==> config.mk <==
export PLATFORM = sky130hd
export DESIGN_NAME = instr_enc
export DESIGN_NICKNAME = d
export VERILOG_FILES = /design/src/rtl/instr_enc.sv
export SDC_FILE = /design/constraint.sdc
export NUM_CORES = 1
export LEC_CHECK = 0
export BUFFER_PORTS_ARGS = -buffer_cell sky130_fd_sc_hd__buf_2
export CORE_MARGIN = 2
export CORE_UTILIZATION = 25
export CTS_BUF_LIST = sky130_fd_sc_hd__clkbuf_8
export DETAILED_ROUTE_END_ITERATION = 10
export GPL_ROUTABILITY_DRIVEN = 1
export HOLD_SLACK_MARGIN = 0.06
export PLACE_DENSITY_LB_ADDON = 0.1
export SKIP_CTS_REPAIR_TIMING = 1
export SLEW_MARGIN = 5
export SYNTH_ARGS = -nofsm -noshare
export SYNTH_HDL_FRONTEND = slang
export SYNTH_SLANG_ARGS = --single-unit
==> constraint.sdc <==
create_clock -name i_clk -period 4.95 [get_ports i_clk]
set_input_delay 0.495 -clock i_clk [delete_from_list [all_inputs] [get_ports i_clk]]
set_output_delay 0.495 -clock i_clk [all_outputs]
set_load 0.02 [all_outputs]
==> src/rtl/instr_enc.sv <==
// ALU request -> RV32I OP/OP-IMM instruction encoder with output FIFO.
// Optional emitted-instruction counter: define INSTR_ENC_CNT_EN.
module instr_enc #(
    parameter int DEPTH = 2,
    parameter int CNT_W = 32
) (
    input  logic             i_clk,
    input  logic             i_rst_n,
    input  logic             i_valid,
    output logic             o_ready,
    input  logic [3:0]       i_alu_ctrl,
    input  logic             i_use_imm,
    input  logic [4:0]       i_rd,
    input  logic [4:0]       i_rs1,
    input  logic [4:0]       i_rs2,
    input  logic [11:0]      i_imm,
    output logic             o_valid,
    input  logic             i_ready,
    output logic [31:0]      o_instr,
    output logic             o_err,
    output logic [CNT_W-1:0] o_instr_cnt
);

    localparam int PW = $clog2(DEPTH);
    localparam int CW = PW + 1;

    localparam logic [3:0] ALU_ADD  = 4'b0000;
    localparam logic [3:0] ALU_SLL  = 4'b0001;
    localparam logic [3:0] ALU_SLT  = 4'b0010;
    localparam logic [3:0] ALU_SLTU = 4'b0011;
    localparam logic [3:0] ALU_XOR  = 4'b0100;
    localparam logic [3:0] ALU_SRL  = 4'b0101;
    localparam logic [3:0] ALU_OR   = 4'b0110;
    localparam logic [3:0] ALU_AND  = 4'b0111;
    localparam logic [3:0] ALU_SUB  = 4'b1000;
    localparam logic [3:0] ALU_SRA  = 4'b1101;

    localparam logic [6:0] OPC_R = 7'h33;
    localparam logic [6:0] OPC_I = 7'h13;
    localparam logic [6:0] F7_ALT = 7'h20;

    logic [2:0]  funct3;
    logic        known;
    logic        is_shift;
    logic        is_alt;
    logic        legal;
    logic [6:0]  hi7;
    logic [31:0] enc;

    always_comb begin
        funct3   = 3'b000;
        known    = 1'b1;
        is_shift = 1'b0;
        is_alt   = 1'b0;
        unique case (i_alu_ctrl)
            ALU_ADD:  funct3 = 3'b000;
            ALU_SUB: begin
                funct3 = 3'b000;
                is_alt = 1'b1;
            end
            ALU_SLL: begin
                funct3   = 3'b001;
                is_shift = 1'b1;
            end
            ALU_SLT:  funct3 = 3'b010;
            ALU_SLTU: funct3 = 3'b011;
            ALU_XOR:  funct3 = 3'b100;
            ALU_SRL: begin
                funct3   = 3'b101;
                is_shift = 1'b1;
            end
            ALU_SRA: begin
                funct3   = 3'b101;
                is_shift = 1'b1;
                is_alt   = 1'b1;
            end
            ALU_OR:   funct3 = 3'b110;
            ALU_AND:  funct3 = 3'b111;
            default:  known  = 1'b0;
        endcase
    end

    // No immediate form of SUB; shift immediates carry only a 5-bit shamt.
    always_comb begin
        legal = known;
        if (i_use_imm) begin
            if (i_alu_ctrl == ALU_SUB) begin
                legal = 1'b0;
            end
            if (is_shift && (|i_imm[11:5])) begin
                legal = 1'b0;
            end
        end
    end

    always_comb begin
        hi7 = is_alt ? F7_ALT : 7'h00;
        enc = '0;
        if (!i_use_imm) begin
            enc = {hi7, i_rs2, i_rs1, funct3, i_rd, OPC_R};
        end else if (is_shift) begin
            enc = {hi7, i_imm[4:0], i_rs1, funct3, i_rd, OPC_I};
        end else begin
            enc = {i_imm, i_rs1, funct3, i_rd, OPC_I};
        end
    end

    logic          rdy_q;
    logic [CW-1:0] count_q;
    logic [CW-1:0] count_d;
    logic [PW-1:0] wr_ptr_q;
    logic [PW-1:0] rd_ptr_q;
    logic [31:0]   mem_q [DEPTH];
    logic          err_q;
    logic          accept;
    logic          push;
    logic          pop;

    assign o_ready = rdy_q && (count_q < CW'(DEPTH));
    assign o_valid = (count_q != '0);
    assign accept  = i_valid && o_ready;
    assign push    = accept && legal;
    assign pop     = o_valid && i_ready;
    assign o_instr = mem_q[rd_ptr_q];
    assign o_err   = err_q;

    always_comb begin
        count_d = count_q;
        unique case ({push, pop})
            2'b10:   count_d = count_q + CW'(1);
            2'b01:   count_d = count_q - CW'(1);
            default: count_d = count_q;
        endcase
    end

    always_ff @(posedge i_clk or negedge i_rst_n) begin
        if (!i_rst_n) begin
            rdy_q    <= 1'b0;
            count_q  <= '0;
            wr_ptr_q <= '0;
            rd_ptr_q <= '0;
            err_q    <= 1'b0;
        end else begin
            rdy_q   <= 1'b1;
            count_q <= count_d;
            err_q   <= accept && !legal;
            if (push) begin
                wr_ptr_q <= wr_ptr_q + PW'(1);
            end
            if (pop) begin
                rd_ptr_q <= rd_ptr_q + PW'(1);
            end
        end
    end

    // Storage is cleared on reset so the head reads as zero afterwards.
    always_ff @(posedge i_clk or negedge i_rst_n) begin
        if (!i_rst_n) begin
            for (int i = 0; i < DEPTH; i++) begin
                mem_q[i] <= '0;
            end
        end else if (push) begin
            mem_q[wr_ptr_q] <= enc;
        end
    end

`ifdef INSTR_ENC_CNT_EN
    logic [CNT_W-1:0] cnt_q;

    always_ff @(posedge i_clk or negedge i_rst_n) begin
        if (!i_rst_n) begin
            cnt_q <= '0;
        end else if (pop) begin
            cnt_q <= cnt_q + CNT_W'(1);
        end
    end

    assign o_instr_cnt = cnt_q;
`else
    assign o_instr_cnt = '0;
`endif

endmodule

==> results by group <==
Outcome
  – Outcome: complete, no violations

Place
  – Area post-placement: 3540 um^2
  – Final GP Congestion: between 0.6 and 0.7
  – HPWL Detailed: 4570 um
  – Buffers added on ports: 67

Finish
  – Top library cells by usage in the layout, fill and taps aside: sky130_fd_sc_hd__buf_2 (67), sky130_fd_sc_hd__mux2_2 (63), sky130_fd_sc_hd__dfrtp_1 (60)
  – Combined area of the multi-input logic cells: between 1000 and 1500 um^2
  – Most frequent standard cell in the layout excluding fill and tap cells: sky130_fd_sc_hd__buf_2
  – Fillers: about 1,300
  – Diode count: 0
  – Sequential Area: around 1500 um^2
  – Final instance area: around 3700 um^2
  – Post-synthesis to final-layout area growth: 18.0%
  – Total Nets Final: between 300 and 400
  – Fraction of final layout cells with drive strength greater than 1: a little under half

Synth
  – Async S/R FF share, synth: 100%
  – Sequential element share of the synthesized area: between 40% and 50%
  – Syn Inst Count: around 260
  – Number of synthesized flops with an enable pin: 0
  – Cell variety after synth: 34
  – Number of register bits inferred by synthesis: 60
  – Cell area after synthesis: 3170 um^2
  – Syn_area_per_cell: 12.0 um^2
  – Largest area contributor in the netlist: sky130_fd_sc_hd__dfrtp_1
  – Yosys warning total: 0
  – Top cells by area in the synthesized netlist: sky130_fd_sc_hd__dfrtp_1 (47%), sky130_fd_sc_hd__mux2_2 (22%), sky130_fd_sc_hd__buf_4 (8.8%), sky130_fd_sc_hd__mux2i_1 (4.4%), sky130_fd_sc_hd__inv_1 (1.7%)
  – Post-synth top area share: 47.4%
  – Leading register cell type out of synthesis: sky130_fd_sc_hd__dfrtp_1

GRT
  – GRT Overall Usage: a little over a tenth
  – First-pass GRT wire length: around 11,000 um
  – Pin count of the biggest net entering global routing: 61
  – Via count of the first global-routing pass: between 1,500 and 2,000
  – Initial antenna violation count: 0
  – Final global-route overflow total: 0

Worst setup path
  – Critical Path Sink Type: output pin
  – Startpoint type of the worst setup path: flip-flop
  – Max Fanout on Critical Path: 19
  – Crit path from: rd_ptr_q
  – Data required time at the worst endpoint: 4.45 ns
  – Start of the worst register-to-register path: count_q[1]
  – Worst setup path category: reg -> out
  – Endpoint arrival time on the critical path: slightly above 2 ns

Power and ir drop
  – Static leakage: approximately 1.8 nW
  – Power density over the cells: 603 nW/um^2
  – Worst vdd ir: between 0.0003 and 0.0004 V

Clock network
  – Clock sink count: 60
  – Root buffer cell: sky130_fd_sc_hd__clkbuf_8
  – TritonCTS clock tree: built
  – Clock-pin transition on the worst setup and hold timing paths: around 0.070 ns
  – Clock tree buffer depth: 2
  – Number of CTS-inserted buffers: 9
  – H-tree level count: 3
  – Clock Latency Late Sink: roughly 0.34 ns

STA
  – Highest clock frequency the design can meet: about 390 MHz
  – Worst hold slack across all endpoints: 0.320 ns
  – Minimum clock period after layout: around 2.6 ns
  – Hold Vio Cnt, Final: 0
  – Relative slew margins: between 20% and 30%
  – Setup repair after global routing missed its margin: no
  – Final setup violation count: 0
  – Fraction of the cycle the final worst path needs: between 50% and 60%
  – Setup_tns: 0 ns
  – Number of slew-limit violations in the final report: 0
  – Tightest Pin Transition: 1.10 ns
  – Worst setup skew after layout: about 0.008 ns

Drt
  – Routed via count divided by cell count: a little under 4
  – Remaining antenna violation count: 0
  – Count of TritonRoute iterations in the first routing pass: 4
  – Violation count after the first detailed-route iteration: 64
  – Residual DRC: 0
  – WL/cell: 13.1 um
  – Total routed wirelength: 6660 um
  – Overall via count from detail_route: approximately 2,000

Floorplanning
  – Area of the core: between 10,000 and 15,000 um^2
  – Number of placement rows: 41
  – X dimension of the die: roughly 120 um
  – DIE AREA: between 10,000 and 15,000 um^2
  – Initial Util: roughly 25%
  – Total I/O pin count: a little over 100
  – DIE HEIGHT: 117 um

Flow run
  – Max-cap violations: 0

Hold path
  – Hold Path Class: in -> async
-- power by group --
| group | internal (mW) | total, mW | switching [mW] |
|---|---|---|---|
| Sequential | 0.715 | 0.839 | 0.123 |
| Clock | 0.256 | 0.449 | 0.193 |
| Combinational | 0.442 | 0.965 | 0.523 |
-- flip-flops by register name, summed over array words and instances (netlist names) --
name / cells
rd_ptr_q: 1
count_q: 2
rdy_q: 1
wr_ptr_q: 1
mem_q: 54
o_err: 1
-- cell type report --
class	instances	share of cell area, %
tap	172	5.76
clock buffer	11	4.05
clock inverter	5	1.37
timing repair buffer	70	9.57
inverter	14	1.41
sequential	60	40.2
multi-input combinational	176	37.7
-- synth_stat cells, types with 3 or more instances --
cell	number
sky130_fd_sc_hd__a21boi_0	3
sky130_fd_sc_hd__a21oi_1	3
sky130_fd_sc_hd__buf_4	37
sky130_fd_sc_hd__buf_6	3
sky130_fd_sc_hd__clkbuf_1	6
sky130_fd_sc_hd__dfrtp_1	60
sky130_fd_sc_hd__inv_1	14
sky130_fd_sc_hd__mux2_2	63
sky130_fd_sc_hd__mux2i_1	14
sky130_fd_sc_hd__nand2_1	13
sky130_fd_sc_hd__nand2b_1	5
sky130_fd_sc_hd__nor2b_1	3
sky130_fd_sc_hd__nor3_1	3
sky130_fd_sc_hd__o21ai_0	9
-- cell families (layout without fill, tap and decap cells) --
group                    Yosys count  in the layout  synth area share (%)
XOR/XNOR                           4              4                  1.11
other                              2             36                 0.237
flip-flops                        60             60                  47.4
AO/OA/AOI/OAI                     25             25                  5.88
AND/OR/NAND/NOR                   33             33                  5.53
multiplexers                      77             77                  26.8
buffers and inverters             61            100                  12.6
adder cells (fa/ha/maj)            1              1                 0.395
-- worst paths after layout --
kind	end	slack [ns]	depth (start not counted)
max reg2reg	mem_q[45]	2.86	5
min in group i_clk	mem_q[43]	0.40	2
max	o_instr[12]	2.40	3
min reg2reg	mem_q[36]	0.46	1
min	mem_q[50]	0.32	2
max in group asynchronous	count_q[0]	4.11	2
-- per-stage QoR --
step	setup slack [ns]	utilization (%)	std cells	total power, mW
finish	2.40	29.9	508	2.25
floorplan	2.65	-	297	1.57
CTS	2.30	29.9	508	2.30
global placement	2.30	28.2	492	1.83
global route	2.25	29.9	508	2.43
detailed placement	2.33	28.2	492	1.84
-- routing by layer --
layer	up-vias	global-route usage [%]	share of wire, %	wire length [um]
li1	965	-	-	-
met4	0	4.47	1.8	117
met2	76	15.7	44	2940
met1	940	14.1	46	3090
met5	-	0	0	0
met3	11	4.41	7.8	520
-- worst max-delay path: stages (launching register included) --
cell and delay (ns):
sky130_fd_sc_hd__dfrtp_1 0.78, sky130_fd_sc_hd__buf_4 0.40, sky130_fd_sc_hd__mux2_2 0.38, sky130_fd_sc_hd__buf_2 0.16
Note: power is estimated with default switching activity, not from simulation.
